===== config.mk =====
export PLATFORM = sky130hd
export DESIGN_NAME = experiment3_dual_ram_engine_flat
export DESIGN_NICKNAME = d
export VERILOG_FILES = /design/src/rtl/experiment3_dual_ram_engine_if.sv /design/src/rtl/experiment3_dual_ram_engine.sv /design/src/flat_wrapper.sv
export SDC_FILE = /design/constraint.sdc
export NUM_CORES = 1
export LEC_CHECK = 0
export CAP_MARGIN = 20
export CORE_MARGIN = 8
export CORE_UTILIZATION = 47
export DETAILED_ROUTE_END_ITERATION = 7
export PLACE_DENSITY = 0.78
export SKIP_LAST_GASP = 1
export SLEW_MARGIN = 20
export SYNTH_ARGS = -nofsm -noshare
export SYNTH_HDL_FRONTEND = slang
export SYNTH_SLANG_ARGS = --single-unit

===== constraint.sdc =====
create_clock -name CLOCK_50_I -period 2.8 [get_ports CLOCK_50_I]
set_input_delay 0.56 -clock CLOCK_50_I [delete_from_list [all_inputs] [get_ports CLOCK_50_I]]
set_output_delay 0.56 -clock CLOCK_50_I [all_outputs]
set_load 0.05 [all_outputs]

===== src/rtl/experiment3_dual_ram_engine_if.sv =====
// Bus bundle for the dual-RAM engine: start/mode/length request, RAM read data in,
// shared RAM addresses, write data/enables and status out.
interface experiment3_dual_ram_engine_if #(
    parameter int DATA_W = 8,
    parameter int ADDR_W = 9
);
    logic              start_i;
    logic [1:0]        mode_i;
    logic [ADDR_W:0]   length_i;
    logic [DATA_W-1:0] rd_data0_i;
    logic [DATA_W-1:0] rd_data1_i;
    logic [ADDR_W-1:0] rd_addr_o;
    logic [ADDR_W-1:0] wr_addr_o;
    logic [DATA_W-1:0] wr_data0_o;
    logic [DATA_W-1:0] wr_data1_o;
    logic              wr_en0_o;
    logic              wr_en1_o;
    logic              busy_o;
    logic              done_o;
    logic              sat_o;

    modport master (
        output start_i, mode_i, length_i, rd_data0_i, rd_data1_i,
        input  rd_addr_o, wr_addr_o, wr_data0_o, wr_data1_o,
        input  wr_en0_o, wr_en1_o, busy_o, done_o, sat_o
    );

    modport slave (
        input  start_i, mode_i, length_i, rd_data0_i, rd_data1_i,
        output rd_addr_o, wr_addr_o, wr_data0_o, wr_data1_o,
        output wr_en0_o, wr_en1_o, busy_o, done_o, sat_o
    );
endinterface


===== src/rtl/experiment3_dual_ram_engine.sv =====
// Streams L words from two RAMs through a mode-selected ALU and writes the results back
// in place; the write address trails the read address by one cycle of RAM latency.
module experiment3_dual_ram_engine #(
    parameter int DATA_W = 8,
    parameter int ADDR_W = 9,
    parameter int DEPTH  = 512
) (
    input  logic CLOCK_50_I,
    input  logic resetn,
    experiment3_dual_ram_engine_if.slave bus
);
    typedef enum logic [1:0] {
        S_IDLE,
        S_READ_WRITE,
        S_LAST_WRITE
    } state_t;

    localparam logic [ADDR_W:0] L_DEPTH = (ADDR_W+1)'(DEPTH);

    state_t            r_state;
    logic [1:0]        r_mode;
    logic [ADDR_W:0]   r_len;
    logic [ADDR_W-1:0] r_rd_addr;
    logic [ADDR_W-1:0] r_wr_addr;
    logic              r_wr_en;
    logic              r_busy;
    logic              r_done;
    logic              r_sat;

    logic [ADDR_W:0]   w_len_clamp;
    logic [ADDR_W:0]   w_last_idx;
    logic              w_at_last;
    logic [DATA_W:0]   w_sum;
    logic [DATA_W-1:0] w_diff;
    logic              w_borrow;
    logic              w_clamp;
    logic [DATA_W-1:0] w_res0;
    logic [DATA_W-1:0] w_res1;

    assign w_len_clamp = (bus.length_i > L_DEPTH) ? L_DEPTH : bus.length_i;
    assign w_last_idx  = r_len - (ADDR_W+1)'(1);
    assign w_at_last   = ({1'b0, r_rd_addr} == w_last_idx);

    assign w_sum    = {1'b0, bus.rd_data0_i} + {1'b0, bus.rd_data1_i};
    assign w_diff   = bus.rd_data0_i - bus.rd_data1_i;
    assign w_borrow = (bus.rd_data0_i < bus.rd_data1_i);
    assign w_clamp  = w_sum[DATA_W] | w_borrow;

    always_comb begin
        w_res0 = w_sum[DATA_W-1:0];
        w_res1 = w_diff;
        case (r_mode)
            2'b00: begin
                w_res0 = w_sum[DATA_W-1:0];
                w_res1 = w_diff;
            end
            2'b01: begin
                w_res0 = w_sum[DATA_W] ? '1 : w_sum[DATA_W-1:0];
                w_res1 = w_borrow ? '0 : w_diff;
            end
            2'b10: begin
                w_res0 = w_borrow ? bus.rd_data1_i : bus.rd_data0_i;
                w_res1 = w_borrow ? bus.rd_data0_i : bus.rd_data1_i;
            end
            default: begin
                w_res0 = bus.rd_data1_i;
                w_res1 = bus.rd_data0_i;
            end
        endcase
    end

    always_ff @(posedge CLOCK_50_I or negedge resetn) begin
        if (!resetn) begin
            r_state   <= S_IDLE;
            r_mode    <= '0;
            r_len     <= '0;
            r_rd_addr <= '0;
            r_wr_addr <= '0;
            r_wr_en   <= 1'b0;
            r_busy    <= 1'b0;
            r_done    <= 1'b0;
            r_sat     <= 1'b0;
        end else begin
            r_done <= 1'b0;
            // Clamp detection covers every committed write, including the one in S_LAST_WRITE.
            if (r_wr_en && (r_mode == 2'b01) && w_clamp) begin
                r_sat <= 1'b1;
            end
            case (r_state)
                S_IDLE: begin
                    if (bus.start_i) begin
                        if (w_len_clamp != '0) begin
                            r_mode    <= bus.mode_i;
                            r_len     <= w_len_clamp;
                            r_sat     <= 1'b0;
                            r_rd_addr <= '0;
                            r_busy    <= 1'b1;
                            r_state   <= S_READ_WRITE;
                        end else begin
                            r_done <= 1'b1;
                        end
                    end
                end
                S_READ_WRITE: begin
                    r_rd_addr <= r_rd_addr + ADDR_W'(1);
                    r_wr_addr <= r_rd_addr;
                    r_wr_en   <= 1'b1;
                    if (w_at_last) begin
                        r_state <= S_LAST_WRITE;
                    end
                end
                S_LAST_WRITE: begin
                    r_rd_addr <= '0;
                    r_wr_addr <= '0;
                    r_wr_en   <= 1'b0;
                    r_done    <= 1'b1;
                    r_busy    <= 1'b0;
                    r_state   <= S_IDLE;
                end
                default: begin
                    r_state <= S_IDLE;
                end
            endcase
        end
    end

    assign bus.rd_addr_o  = r_rd_addr;
    assign bus.wr_addr_o  = r_wr_addr;
    assign bus.wr_data0_o = w_res0;
    assign bus.wr_data1_o = w_res1;
    assign bus.wr_en0_o   = r_wr_en;
    assign bus.wr_en1_o   = r_wr_en;
    assign bus.busy_o     = r_busy;
    assign bus.done_o     = r_done;
    assign bus.sat_o      = r_sat;
endmodule


===== src/flat_wrapper.sv =====
// flat-port wrapper written by rule: the top's interface ports become plain ports
module experiment3_dual_ram_engine_flat 
#(
    parameter int DATA_W = 8,
    parameter int ADDR_W = 9,
    parameter int DEPTH  = 512
)
  (CLOCK_50_I, resetn, bus_start_i, bus_mode_i, bus_length_i, bus_rd_data0_i, bus_rd_data1_i, bus_rd_addr_o, bus_wr_addr_o, bus_wr_data0_o, bus_wr_data1_o, bus_wr_en0_o, bus_wr_en1_o, bus_busy_o, bus_done_o, bus_sat_o);
  experiment3_dual_ram_engine_if #(.DATA_W(DATA_W), .ADDR_W(ADDR_W)) bus_i ();
  input  logic CLOCK_50_I;
  input  logic resetn;
  input wire logic [$bits(bus_i.start_i)-1:0] bus_start_i;
  input wire logic [$bits(bus_i.mode_i)-1:0] bus_mode_i;
  input wire logic [$bits(bus_i.length_i)-1:0] bus_length_i;
  input wire logic [$bits(bus_i.rd_data0_i)-1:0] bus_rd_data0_i;
  input wire logic [$bits(bus_i.rd_data1_i)-1:0] bus_rd_data1_i;
  output wire logic [$bits(bus_i.rd_addr_o)-1:0] bus_rd_addr_o;
  output wire logic [$bits(bus_i.wr_addr_o)-1:0] bus_wr_addr_o;
  output wire logic [$bits(bus_i.wr_data0_o)-1:0] bus_wr_data0_o;
  output wire logic [$bits(bus_i.wr_data1_o)-1:0] bus_wr_data1_o;
  output wire logic [$bits(bus_i.wr_en0_o)-1:0] bus_wr_en0_o;
  output wire logic [$bits(bus_i.wr_en1_o)-1:0] bus_wr_en1_o;
  output wire logic [$bits(bus_i.busy_o)-1:0] bus_busy_o;
  output wire logic [$bits(bus_i.done_o)-1:0] bus_done_o;
  output wire logic [$bits(bus_i.sat_o)-1:0] bus_sat_o;
  assign bus_i.start_i = bus_start_i;
  assign bus_i.mode_i = bus_mode_i;
  assign bus_i.length_i = bus_length_i;
  assign bus_i.rd_data0_i = bus_rd_data0_i;
  assign bus_i.rd_data1_i = bus_rd_data1_i;
  assign bus_rd_addr_o = bus_i.rd_addr_o;
  assign bus_wr_addr_o = bus_i.wr_addr_o;
  assign bus_wr_data0_o = bus_i.wr_data0_o;
  assign bus_wr_data1_o = bus_i.wr_data1_o;
  assign bus_wr_en0_o = bus_i.wr_en0_o;
  assign bus_wr_en1_o = bus_i.wr_en1_o;
  assign bus_busy_o = bus_i.busy_o;
  assign bus_done_o = bus_i.done_o;
  assign bus_sat_o = bus_i.sat_o;
  experiment3_dual_ram_engine #(.DATA_W(DATA_W), .ADDR_W(ADDR_W), .DEPTH(DEPTH)) u_core (.CLOCK_50_I(CLOCK_50_I), .resetn(resetn), .bus(bus_i));
endmodule

==> impl_results.md <==
* Status: finished with violations
* Failing checks: setup timing
* 1st-iter DRT viols at 324
* Vias per cell at 5.992
* Slowest stage delay, CP at 0.66 ns
* Largest net degree at the start of global routing at 37
* First-pass DRT Iterations at 6
* Fmax at 289.4 MHz
* Core Region at 0.006756 mm2
* P&R area growth vs syn at 61.74%
* Yosys reg bits at 36
* Global-route wire length before repair at 17580 um
* Number of flops mapped to enable cells by yosys at 0
* Worst vdd ir at 606.5 uV
* Worst-margin pin slew at 0.5612 ns
* Synthesized net count at 447
* Hold Crit Class: flop to flop
* Seq/Total Area, Yosys at 0.2752
* GRT Total Usage at 0.2156
* Final count of negative-setup-slack endpoints at 16
* Critical Path Most Common Cell: buf_4
* Pwr dens at 803.6 mW/mm2
* # DRC at 0
* Share of cells above drive strength 1 at 0.3460
* Post-DR wirelength/cell at 20.09 um
* Most frequent cells in the layout: 70 x buf_4, 46 x nand2_1, 39 x clkdlybuf4s50_1
* Initial antenna violation count at 0
* Port buffer count at 69
* Clock Pin Slew Worst Setup and Hold Paths at 0.07 ns
* Final Max Slew Viols at 0
* Synth Instances at 391
* Final instance area at 0.005294 mm2
* H-tree depth at 2
* Initial Util at 0.4844
* Slowest cell on crit path: clkdlybuf4s50_1
* Startpoint types: primary input
* Root Buffer: clkbuf_8
* Worst EP required at 2.24 ns
* Via Count at 3631
* Max Clock Skew at 0.01210 ns
* TNS Setup at -8.567 ns
* Number of max-cap violations at 0
* Final setup margin at -0.6558 ns
* Antenna diode count at 0
* CP Capture Type: output port
* RePlAce Congestion at 0.8990
* RSZ-0062 raised after global routing: true
* Pleak at 2.338 nW
* WP data arrival at 2.90 ns
* Remaining Overflow, GRT at 0
* Hold Buf Count CTS at 0
* Die width at 99.45 um
* CTS buffer count at 5
* Post-DP Area at 0.004806 mm2
* Minimum clock period at 3.456 ns
* Die area at 0.009890 mm2
* Antenna-violating nets left at 0
* Ports at 70
* Longest Clk Path Bufs at 2
* Clock Latency Late Sink at 0.30 ns
* CP cell instances: clkdlybuf4s50_1, ha_4, a21oi_4, buf_4, a31oi_4, buf_6, buf_4, buf_4, mux2i_2, nand2_1, and3_4, buf_12
* Count of cell types in the netlist at 64
* Hold Vio Cnt, Final at 0
* Worst-path fanout max at 6
* Mapped Area at 0.003273 mm2
* Commonest non-fill, non-tap cell in the layout: buf_4
* WS Path Type: primary input to output port
* Ys async rst share at 1.000
* Clk sink count at 36
* Relative slew slack at 0.6224
* WL final at 12180 um
* Vias in the first global route at 3601
* DP HPWL at 7837 um
* Die height at 99.45 um
* Rows at 30
* Final cycle utilization of the critical path at 1.234
* TritonCTS clock tree: yes
* Syn Area/Cell at 8.371 um2
* Synth warnings at 0
* Ys flop type: dfrtp_1
* NumNets Final at 581
[where the power goes]
group	internal (mW)	switching, mW
logic	1.39	1.65
registers	0.620	0.207
clock network	0.174	0.207
[through the flow]
| step | cells | total power [mW] | hold WS, ns | setup slack, ns | util |
|---|---|---|---|---|---|
| detailed placement | 578 | 3.610 | 0.5148 | -0.9953 | 0.7113 |
| floorplan | 391 | 2.557 | 0.2644 | -0.4426 | - |
| CTS | 598 | 4.097 | 0.5256 | -0.5763 | 0.7611 |
| global placement | 578 | 3.550 | 0.5086 | -0.9432 | 0.7113 |
| global route | 606 | 4.434 | 0.5469 | -0.6637 | 0.7835 |
| finish | 606 | 4.254 | 0.5183 | -0.6558 | 0.7835 |
[state kept, by name, indices dropped and copies added, names as in the netlist]
| register | flops |
|---|---|
| u_core.r_mode | 2 |
| u_core.bus.wr_en0_o | 1 |
| u_core.bus.rd_addr_o | 9 |
| u_core.bus.done_o | 1 |
| u_core.r_state | 2 |
| u_core.bus.busy_o | 1 |
| u_core.bus.sat_o | 1 |
| u_core.bus.wr_addr_o | 9 |
| u_core.r_len | 10 |
[critical path: cells and delay by family]
family                     cells  cell delay (ns)
AOI/OAI and AO/OA              2             0.19
adders and majority gates      1             0.29
buffers and inverters          6             1.36
muxes                          1             0.21
and+or+nand+nor                2             0.29
[what timing repair did]
| item | 4_1_cts | 5_1_grt |
|---|---|---|
| setup buffers | 12 | 8 |
| setup endpoints to repair | 16 | 16 |
| gates resized for setup | 61 | 20 |
| pin swaps | 28 | 13 |
[cells by family after synthesis]
group                      synth area share
adders and majority gates            0.1002
buffers and inverters               0.08219
DFF                                  0.2752
muxes                               0.05351
xor gates and xnor gates            0.05619
AOI/OAI and AO/OA                    0.2167
and+or+nand+nor                      0.2160
[cells in the mapped netlist (8+ instances only)]
library cell / number / area share
nand3_1: 9 / 0.014
o31ai_1: 8 / 0.018
o21ai_0: 26 / 0.040
nand3b_1: 12 / 0.028
clkbuf_1: 8 / 0.0092
mux2i_1: 13 / 0.040
xor2_1: 12 / 0.032
a21oi_1: 9 / 0.014
dfrtp_1: 36 / 0.28
nor2_1: 20 / 0.023
nand2_1: 48 / 0.055
inv_1: 32 / 0.037
xnor2_1: 9 / 0.024
ha_1: 23 / 0.088
nand2b_1: 17 / 0.032
[layout make-up]
type                            instances  area [um2]
Clock inverter                          3       18.77
Fill cell                             385        1463
Timing Repair Buffer                  151        1524
Tap cell                               80       100.1
Inverter                               32       132.6
Clock buffer                            5       68.82
Multi-Input combinational cell        299        2547
Sequential cell                        36       902.1
[final timing paths]
path / startpoint / end / slack, ns / depth (start not counted)
setup reg to reg: u_core.r_state[0] / u_core.r_state[0] / 0.56 / 8
hold / removal: u_core.bus.wr_addr_o[2] / u_core.bus.wr_addr_o[2] / 0.52 / 2
hold reg to reg: u_core.bus.wr_addr_o[2] / u_core.bus.wr_addr_o[2] / 0.52 / 2
max in group asynchronous: resetn / u_core.r_mode[1] / 1.77 / 2
min in group asynchronous: resetn / u_core.bus.wr_addr_o[2] / 0.69 / 2
setup / recovery: bus_rd_data0_i[7] / bus_wr_data1_o[7] / -0.66 / 12
[metal layers]
| metal | track usage | wire length [um] |
|---|---|---|
| met1 | 0.2539 | 4906 |
| met2 | 0.3869 | 6018 |
| met3 | 0.03911 | 920 |
| met4 | 0.06403 | 332 |
| met5 | 0 | 0 |
Note: power is estimated with default switching activity, not from simulation.
